===== src/rtl/uart_cmd_parser_pkg.sv =====
// Purpose: shared types and constants for the UART command-line parser.
//   - FSM state encoding
//   - ASCII constants used by the line assembler and decoder
//   - command strings and response lengths, plus the response ROM lookup
package uart_cmd_pkg;

  localparam int DEF_MAX_LEN = 8;

  typedef enum logic [1:0] {
    ST_RECV   = 2'd0,
    ST_DECODE = 2'd1,
    ST_RESP   = 2'd2
  } state_t;

  localparam logic [7:0] ASCII_CR = 8'h0D;
  localparam logic [7:0] ASCII_LF = 8'h0A;
  localparam logic [7:0] ASCII_SP = 8'h20;
  localparam logic [7:0] ASCII_0  = 8'h30;
  localparam logic [7:0] ASCII_9  = 8'h39;

  localparam logic [23:0] CMD_RUN      = "RUN";
  localparam logic [31:0] CMD_STOP     = "STOP";
  localparam logic [39:0] CMD_CLEAR    = "CLEAR";
  localparam logic [39:0] CMD_MODE_PFX = {"MODE", ASCII_SP};

  localparam int RESP_OK_LEN  = 4;
  localparam int RESP_ERR_LEN = 5;

  // One bit per recognised command; at most one is ever set.
  typedef struct packed {
    logic mode;
    logic clear;
    logic stop;
    logic run;
  } cmd_t;

  // Response ROM: "OK\r\n" or "ERR\r\n"
  function automatic logic [7:0] resp_byte(input logic sel_err, input logic [2:0] idx);
    logic [7:0] b;
    b = ASCII_LF;
    if (sel_err) begin
      case (idx)
        3'd0:    b = "E";
        3'd1:    b = "R";
        3'd2:    b = "R";
        3'd3:    b = ASCII_CR;
        default: b = ASCII_LF;
      endcase
    end else begin
      case (idx)
        3'd0:    b = "O";
        3'd1:    b = "K";
        3'd2:    b = ASCII_CR;
        default: b = ASCII_LF;
      endcase
    end
    return b;
  endfunction

endpackage


===== src/rtl/uart_cmd_parser_if.sv =====
// Purpose: FIFO-side bus of the command parser.
//   rx_rdata/rx_empty/rx_rd : first-word fall-through RX FIFO read port
//   tx_wdata/tx_full/tx_wr  : TX FIFO write port
//   slave  = parser side, master = FIFO side
interface uart_cmd_parser_if;
  logic [7:0] rx_rdata;
  logic       rx_empty;
  logic       rx_rd;
  logic [7:0] tx_wdata;
  logic       tx_full;
  logic       tx_wr;

  modport master (
    output rx_rdata, rx_empty, tx_full,
    input  rx_rd, tx_wdata, tx_wr
  );

  modport slave (
    input  rx_rdata, rx_empty, tx_full,
    output rx_rd, tx_wdata, tx_wr
  );
endinterface


===== src/rtl/uart_cmd_parser_resp_seq.sv =====
// Purpose: response byte sequencer; streams "OK\r\n" or "ERR\r\n" into the TX FIFO.
// Ports:
//   i_clk, i_rst_n : clock, asynchronous active-low reset
//   i_start        : load a new response (sel_err chooses ERR), index back to 0
//   i_tx_full      : TX FIFO full, stalls the sequence without losing a byte
//   o_tx_wr        : TX push, o_tx_wdata the byte pushed
//   o_done         : high in the cycle the final byte is pushed
module uart_resp_seq
  import uart_cmd_pkg::*;
(
  input  logic       i_clk,
  input  logic       i_rst_n,
  input  logic       i_start,
  input  logic       i_sel_err,
  input  logic       i_tx_full,
  output logic       o_tx_wr,
  output logic [7:0] o_tx_wdata,
  output logic       o_done
);

  logic       r_active;
  logic       r_err;
  logic [2:0] r_idx;
  logic [2:0] w_last;

  assign w_last     = r_err ? 3'(RESP_ERR_LEN - 1) : 3'(RESP_OK_LEN - 1);
  assign o_tx_wr    = r_active & ~i_tx_full;
  assign o_tx_wdata = resp_byte(r_err, r_idx);
  assign o_done     = o_tx_wr & (r_idx == w_last);

  always_ff @(posedge i_clk or negedge i_rst_n) begin
    if (!i_rst_n) begin
      r_active <= 1'b0;
      r_err    <= 1'b0;
      r_idx    <= '0;
    end else if (i_start) begin
      r_active <= 1'b1;
      r_err    <= i_sel_err;
      r_idx    <= '0;
    end else if (o_tx_wr) begin
      r_active <= ~o_done;
      r_idx    <= o_done ? 3'd0 : r_idx + 3'd1;
    end
  end

endmodule


===== src/rtl/uart_cmd_parser.sv =====
// Purpose: ASCII command-line parser between the UART RX and TX FIFOs.
//   Assembles a CR/LF terminated line, decodes RUN / STOP / CLEAR / MODE d,
//   pulses the matching command output and answers "OK\r\n" or "ERR\r\n".
// Ports:
//   i_clk, i_rst_n  : clock, asynchronous active-low reset
//   fifo            : RX/TX FIFO bus (slave side)
//   o_cmd_run/stop/clear/mode : one-cycle command pulses (first RESP cycle)
//   o_mode_val      : digit of the last accepted MODE command
//   o_busy          : high while decoding or answering
module uart_cmd_parser
  import uart_cmd_pkg::*;
#(
  parameter int MAX_LEN = DEF_MAX_LEN
) (
  input  logic               i_clk,
  input  logic               i_rst_n,
  uart_cmd_parser_if.slave   fifo,
  output logic               o_cmd_run,
  output logic               o_cmd_stop,
  output logic               o_cmd_clear,
  output logic               o_cmd_mode,
  output logic [3:0]         o_mode_val,
  output logic               o_busy
);

  localparam int LW = $clog2(MAX_LEN + 1);
  localparam int IW = $clog2(MAX_LEN);
  localparam logic [LW-1:0] LEN_MAX = LW'(MAX_LEN);

  state_t        r_state, w_state_next;
  logic [7:0]    r_buf [MAX_LEN];
  logic [LW-1:0] r_len;
  logic          r_ovf;
  cmd_t          r_cmd;
  logic [3:0]    r_mode_val;

  logic          w_pop;
  logic          w_is_term;
  logic [7:0]    w_byte;
  logic          w_store;
  cmd_t          w_cmd;
  logic          w_start;
  logic          w_done;

  assign w_pop     = (r_state == ST_RECV) & ~fifo.rx_empty;
  assign w_is_term = (fifo.rx_rdata == ASCII_CR) | (fifo.rx_rdata == ASCII_LF);
  assign w_byte    = ((fifo.rx_rdata >= 8'h61) && (fifo.rx_rdata <= 8'h7A)) ?
                     (fifo.rx_rdata & 8'hDF) : fifo.rx_rdata;
  assign w_store   = w_pop & ~w_is_term & (r_len < LEN_MAX);
  assign w_start   = (r_state == ST_DECODE);
  assign fifo.rx_rd = w_pop;

  // Line buffer contents need no reset: r_len qualifies every read.
  always_ff @(posedge i_clk) begin
    if (w_store) begin
      r_buf[r_len[IW-1:0]] <= w_byte;
    end
  end

  // Exact-length compare against the command table; overflow never matches.
  always_comb begin
    w_cmd = '0;
    if (!r_ovf) begin
      if ((r_len == LW'(3)) && ({r_buf[0], r_buf[1], r_buf[2]} == CMD_RUN))
        w_cmd.run = 1'b1;
      if ((r_len == LW'(4)) && ({r_buf[0], r_buf[1], r_buf[2], r_buf[3]} == CMD_STOP))
        w_cmd.stop = 1'b1;
      if ((r_len == LW'(5)) &&
          ({r_buf[0], r_buf[1], r_buf[2], r_buf[3], r_buf[4]} == CMD_CLEAR))
        w_cmd.clear = 1'b1;
      if ((r_len == LW'(6)) &&
          ({r_buf[0], r_buf[1], r_buf[2], r_buf[3], r_buf[4]} == CMD_MODE_PFX) &&
          (r_buf[5] >= ASCII_0) && (r_buf[5] <= ASCII_9))
        w_cmd.mode = 1'b1;
    end
  end

  always_comb begin
    w_state_next = r_state;
    case (r_state)
      ST_RECV: begin
        // A bare terminator (e.g. LF of a CRLF pair) is swallowed silently.
        if (w_pop && w_is_term && ((r_len != '0) || r_ovf))
          w_state_next = ST_DECODE;
      end
      ST_DECODE: w_state_next = ST_RESP;
      ST_RESP: begin
        if (w_done)
          w_state_next = ST_RECV;
      end
      default: w_state_next = ST_RECV;
    endcase
  end

  always_ff @(posedge i_clk or negedge i_rst_n) begin
    if (!i_rst_n) begin
      r_state    <= ST_RECV;
      r_len      <= '0;
      r_ovf      <= 1'b0;
      r_cmd      <= '0;
      r_mode_val <= '0;
    end else begin
      r_state <= w_state_next;
      // Loaded only on the DECODE edge, so the pulse covers the first RESP cycle.
      r_cmd   <= w_start ? w_cmd : '0;
      if (w_start && w_cmd.mode)
        r_mode_val <= r_buf[5][3:0];  // low nibble of '0'..'9' is the digit
      if (w_store)
        r_len <= r_len + LW'(1);
      else if (w_pop && !w_is_term)
        r_ovf <= 1'b1;
      if (w_done) begin
        r_len <= '0;
        r_ovf <= 1'b0;
      end
    end
  end

  uart_resp_seq u_resp_seq (
    .i_clk      (i_clk),
    .i_rst_n    (i_rst_n),
    .i_start    (w_start),
    .i_sel_err  (~(|w_cmd)),
    .i_tx_full  (fifo.tx_full),
    .o_tx_wr    (fifo.tx_wr),
    .o_tx_wdata (fifo.tx_wdata),
    .o_done     (w_done)
  );

  assign o_cmd_run   = r_cmd.run;
  assign o_cmd_stop  = r_cmd.stop;
  assign o_cmd_clear = r_cmd.clear;
  assign o_cmd_mode  = r_cmd.mode;
  assign o_mode_val  = r_mode_val;
  assign o_busy      = (r_state != ST_RECV);

endmodule


===== src/flat_wrapper.sv =====
// flat-port wrapper written by rule: the top's interface ports become plain ports
module uart_cmd_parser_flat import uart_cmd_pkg::*;
#(
  parameter int MAX_LEN = DEF_MAX_LEN
)
  (i_clk, i_rst_n, o_cmd_run, o_cmd_stop, o_cmd_clear, o_cmd_mode, o_mode_val, o_busy, fifo_rx_rdata, fifo_rx_empty, fifo_tx_full, fifo_rx_rd, fifo_tx_wdata, fifo_tx_wr);
  uart_cmd_parser_if fifo_i ();
  input  logic i_clk;
  input  logic i_rst_n;
  output logic o_cmd_run;
  output logic o_cmd_stop;
  output logic o_cmd_clear;
  output logic o_cmd_mode;
  output logic [3:0] o_mode_val;
  output logic o_busy;
  input wire logic [$bits(fifo_i.rx_rdata)-1:0] fifo_rx_rdata;
  input wire logic [$bits(fifo_i.rx_empty)-1:0] fifo_rx_empty;
  input wire logic [$bits(fifo_i.tx_full)-1:0] fifo_tx_full;
  output wire logic [$bits(fifo_i.rx_rd)-1:0] fifo_rx_rd;
  output wire logic [$bits(fifo_i.tx_wdata)-1:0] fifo_tx_wdata;
  output wire logic [$bits(fifo_i.tx_wr)-1:0] fifo_tx_wr;
  assign fifo_i.rx_rdata = fifo_rx_rdata;
  assign fifo_i.rx_empty = fifo_rx_empty;
  assign fifo_i.tx_full = fifo_tx_full;
  assign fifo_rx_rd = fifo_i.rx_rd;
  assign fifo_tx_wdata = fifo_i.tx_wdata;
  assign fifo_tx_wr = fifo_i.tx_wr;
  uart_cmd_parser #(.MAX_LEN(MAX_LEN)) u_core (.i_clk(i_clk), .i_rst_n(i_rst_n), .fifo(fifo_i), .o_cmd_run(o_cmd_run), .o_cmd_stop(o_cmd_stop), .o_cmd_clear(o_cmd_clear), .o_cmd_mode(o_cmd_mode), .o_mode_val(o_mode_val), .o_busy(o_busy));
endmodule

===== config.mk =====
export PLATFORM = sky130hd
export DESIGN_NAME = uart_cmd_parser_flat
export DESIGN_NICKNAME = d
export VERILOG_FILES = /design/src/rtl/uart_cmd_parser_pkg.sv /design/src/rtl/uart_cmd_parser_if.sv /design/src/rtl/uart_cmd_parser_resp_seq.sv /design/src/rtl/uart_cmd_parser.sv /design/src/flat_wrapper.sv
export SDC_FILE = /design/constraint.sdc
export NUM_CORES = 1
export LEC_CHECK = 0
export ABC_AREA = 0
export CORE_MARGIN = 4
export CORE_UTILIZATION = 35
export DETAILED_ROUTE_END_ITERATION = 7
export GPL_TIMING_DRIVEN = 1
export SYNTH_ARGS = -nofsm -noshare
export SYNTH_HDL_FRONTEND = slang
export SYNTH_SLANG_ARGS = --single-unit

===== constraint.sdc =====
create_clock -name i_clk -period 6.6 [get_ports i_clk]
set_input_delay 1.32 -clock i_clk [delete_from_list [all_inputs] [get_ports i_clk]]
set_output_delay 1.32 -clock i_clk [all_outputs]
set_load 0.01 [all_outputs]

==> flow_summary.json <==
{
  "outcome": "finished clean",
  "postSynthCellCount": 210,
  "synth_most_common_cell": "edfxtp_1",
  "ir_worst_vdd_mv": 0.126,
  "worstPathArrival_ps": 2660,
  "path_clk_slew_ps": 70,
  "synth_seq_cells": 68,
  "rsz0062_at_grt": "false",
  "crit_type": "input pin to output port",
  "synth_cell_types": 53,
  "cts_buffer_depth": 2,
  "worstPathRequired_ps": 5280,
  "max_cap_viol_count": 0,
  "worstMarginPinSlew_ps": 873,
  "grt_max_degree": 21,
  "ys_warn_count": 0,
  "post_cts_buffers": 0,
  "clock-sinks": 68,
  "synth-main-ff-cell": "edfxtp_1",
  "ant_nets": 0,
  "setup_tns_ps": 0,
  "h-tree-depth": 3,
  "p_leak_nw": 1.34,
  "numCtsBuffers": 9,
  "slew_headroom_pct": 41.6,
  "cts_resized": 0,
  "period_minus_slack_ps": 3980,
  "worstSetupStartpointType": "input pin",
  "syn_area_per_cell_um2": 14.1,
  "finalCritPeriodShare_pct": 60.3,
  "final_hold_viol_count": 0,
  "hold_class": "register to register",
  "io_buffer_count": 28,
  "synth_edf_count": 48,
  "die_h_um": 100,
  "fin_nets": 271,
  "avgViaCountPerCell": 4.97,
  "fp.dieW_um": 100,
  "routed_wirelength_um": 5610,
  "powerDensity_nw_per_um2": 328,
  "async_flop_share_pct": 29.4,
  "critical_path.max_fanout": 5,
  "drt_iter0_drc": 111,
  "hpwl_um": 4140,
  "grt_pass1_wl_um": 9090,
  "cts_tree": "done",
  "die-area_um2": 9990,
  "rows": 33,
  "wl_per_cell_um": 15.6,
  "fmax_mhz": 251,
  "first_global_vias": 1777,
  "setup_viol": 0,
  "endpoint_kind": "output port",
  "area.growth.synth_to_final_pct": 20.6,
  "fin_util_pct": 43.5,
  "ys_seq_area_share_pct": 65.6,
  "ys_top_cells_by_area": "edfxtp_1, dfrtp_1, ha_1",
  "first_pass_iters": 4,
  "drive_gt1_share_pct": 13.3,
  "start_util_pct": 36.0,
  "clock_skew_ps": 8.88,
  "drc": 0,
  "grt_util_all_layers_pct": 12.1,
  "num_antenna_cells": 0,
  "gr-total-overflow": 0,
  "worstSkewPairLatency_ps": 340,
  "root_buffer": "clkbuf_8",
  "synth.top_cell.area_share_pct": 48.7,
  "io-pin-count": 31,
  "coreArea_um2": 8220,
  "via_count": 1790,
  "ys_top_cells_by_count": "edfxtp_1, dfrtp_1, nor2_1, inv_1, ha_1",
  "antenna_found_initial": 0,
  "gp_congestion": 0.803,
  "netlist_area_um2": 2960,
  "final-max-slew-violation-count": 0,
  "synth_largest_area_cell": "edfxtp_1",
  "ctsHoldBuffers": 0
}
-- per-layer routing --
| layer | vias to the layer above | part of all wire, % | global-route usage, % |
|---|---|---|---|
| met1 | 868 | 46 | 15.7 |
| met4 | 0 | 2.0 | 5.67 |
| met3 | 10 | 4.6 | 2.78 |
| met5 | - | 0 | 0 |
| li1 | 871 | - | - |
| met2 | 41 | 48 | 19.3 |
-- power by group --
part	total (W)	switching [W]	internal [W]	leakage [nW]
logic	0.000279	0.000146	0.000132	0.556
clock network	0.000315	0.000145	0.000171	0.0928
registers	0.000577	0.0000586	0.000519	0.695
total	0.00117	0.000349	0.000821	1.34
-- state kept, by name, summed over array words and instances (netlist names) --
register and flops:
u_core.r_state 2, u_core.u_resp_seq.r_idx 3, u_core.o_cmd_clear 1, u_core.o_cmd_run 1, u_core.r_ovf 1, u_core.o_cmd_stop 1
u_core.r_buf 48, u_core.u_resp_seq.r_active 1, u_core.o_mode_val 4, u_core.u_resp_seq.r_err 1, u_core.o_cmd_mode 1, u_core.r_len 4
-- worst max-delay path, cell delays in order --
cell,delay [ps]
clkdlybuf4s50_1,400
nor2_1,320
clkdlybuf4s50_1,620
-- logic make-up after synthesis --
logic type      after synthesis  share of synthesized area [%]
fa+ha+maj                     9                           3.80
mux                           5                           2.37
simple gates                 85                           19.8
xor+xnor                      2                          0.592
other cells                   1                          0.127
flops                        68                           65.6
compound gates               23                           5.20
buf+inv                      17                           2.49
-- final timing paths --
path	start	endpoint	slack, ps	cells past startpoint
hold / removal	u_core.r_buf[5][0]	u_core.o_mode_val[0]	490	1
setup reg to reg	u_core.r_state[1]	u_core.r_buf[4][1]	4400	5
min in group asynchronous	i_rst_n	u_core.r_ovf	1480	1
setup / recovery	fifo_rx_empty	fifo_rx_rd	2620	3
max in group asynchronous	i_rst_n	u_core.o_mode_val[2]	4580	1
hold reg to reg	u_core.r_buf[5][0]	u_core.o_mode_val[0]	490	1
-- cell type report --
| class | instances | area [µm²] |
|---|---|---|
| inverter | 11 | 41.3 |
| clock buffer | 10 | 128 |
| sequential | 68 | 1940 |
| tap | 105 | 131 |
| multi-input combinational | 126 | 948 |
| clock inverter | 6 | 55.1 |
| timing repair buffer | 34 | 325 |
| fill | 755 | 4650 |
-- placed cells by master, fill, tap and decap left out, types with 2 or more instances in the layout --
cell type	Yosys	final
conb_1	1	2
edfxtp_1	48	48
buf_4	2	6
nor4b_1	3	3
and3b_1	2	2
clkbuf_8	0	9
nand2b_1	3	3
nor2_1	19	19
nor4_1	7	7
nor4b_2	3	3
nand4b_1	2	2
o21ai_0	8	8
clkinv_1	0	3
nor3_1	5	5
inv_1	11	11
nor4bb_1	3	3
nand4_1	6	6
nand3_1	4	4
and2_1	3	3
and4b_1	2	2
ha_1	9	9
mux2_4	4	4
nand2_1	5	5
clkdlybuf4s50_1	0	28
nor3b_1	3	3
dfrtp_1	20	20
a21oi_1	6	6
-- stage by stage --
step	std cells	hold WS, ps	total power [W]	area [µm²]	worst slack [ps]
floorplan	211	458	0.000750	2960	3260
global placement	344	465	0.000867	3390	2620
detailed placement	344	476	0.000871	3390	2600
CTS	360	498	0.00119	3570	2600
global route	360	507	0.00125	3570	2560
finish	360	492	0.00117	3570	2620
No activity file was read; power rests on OpenSTA's default activity.
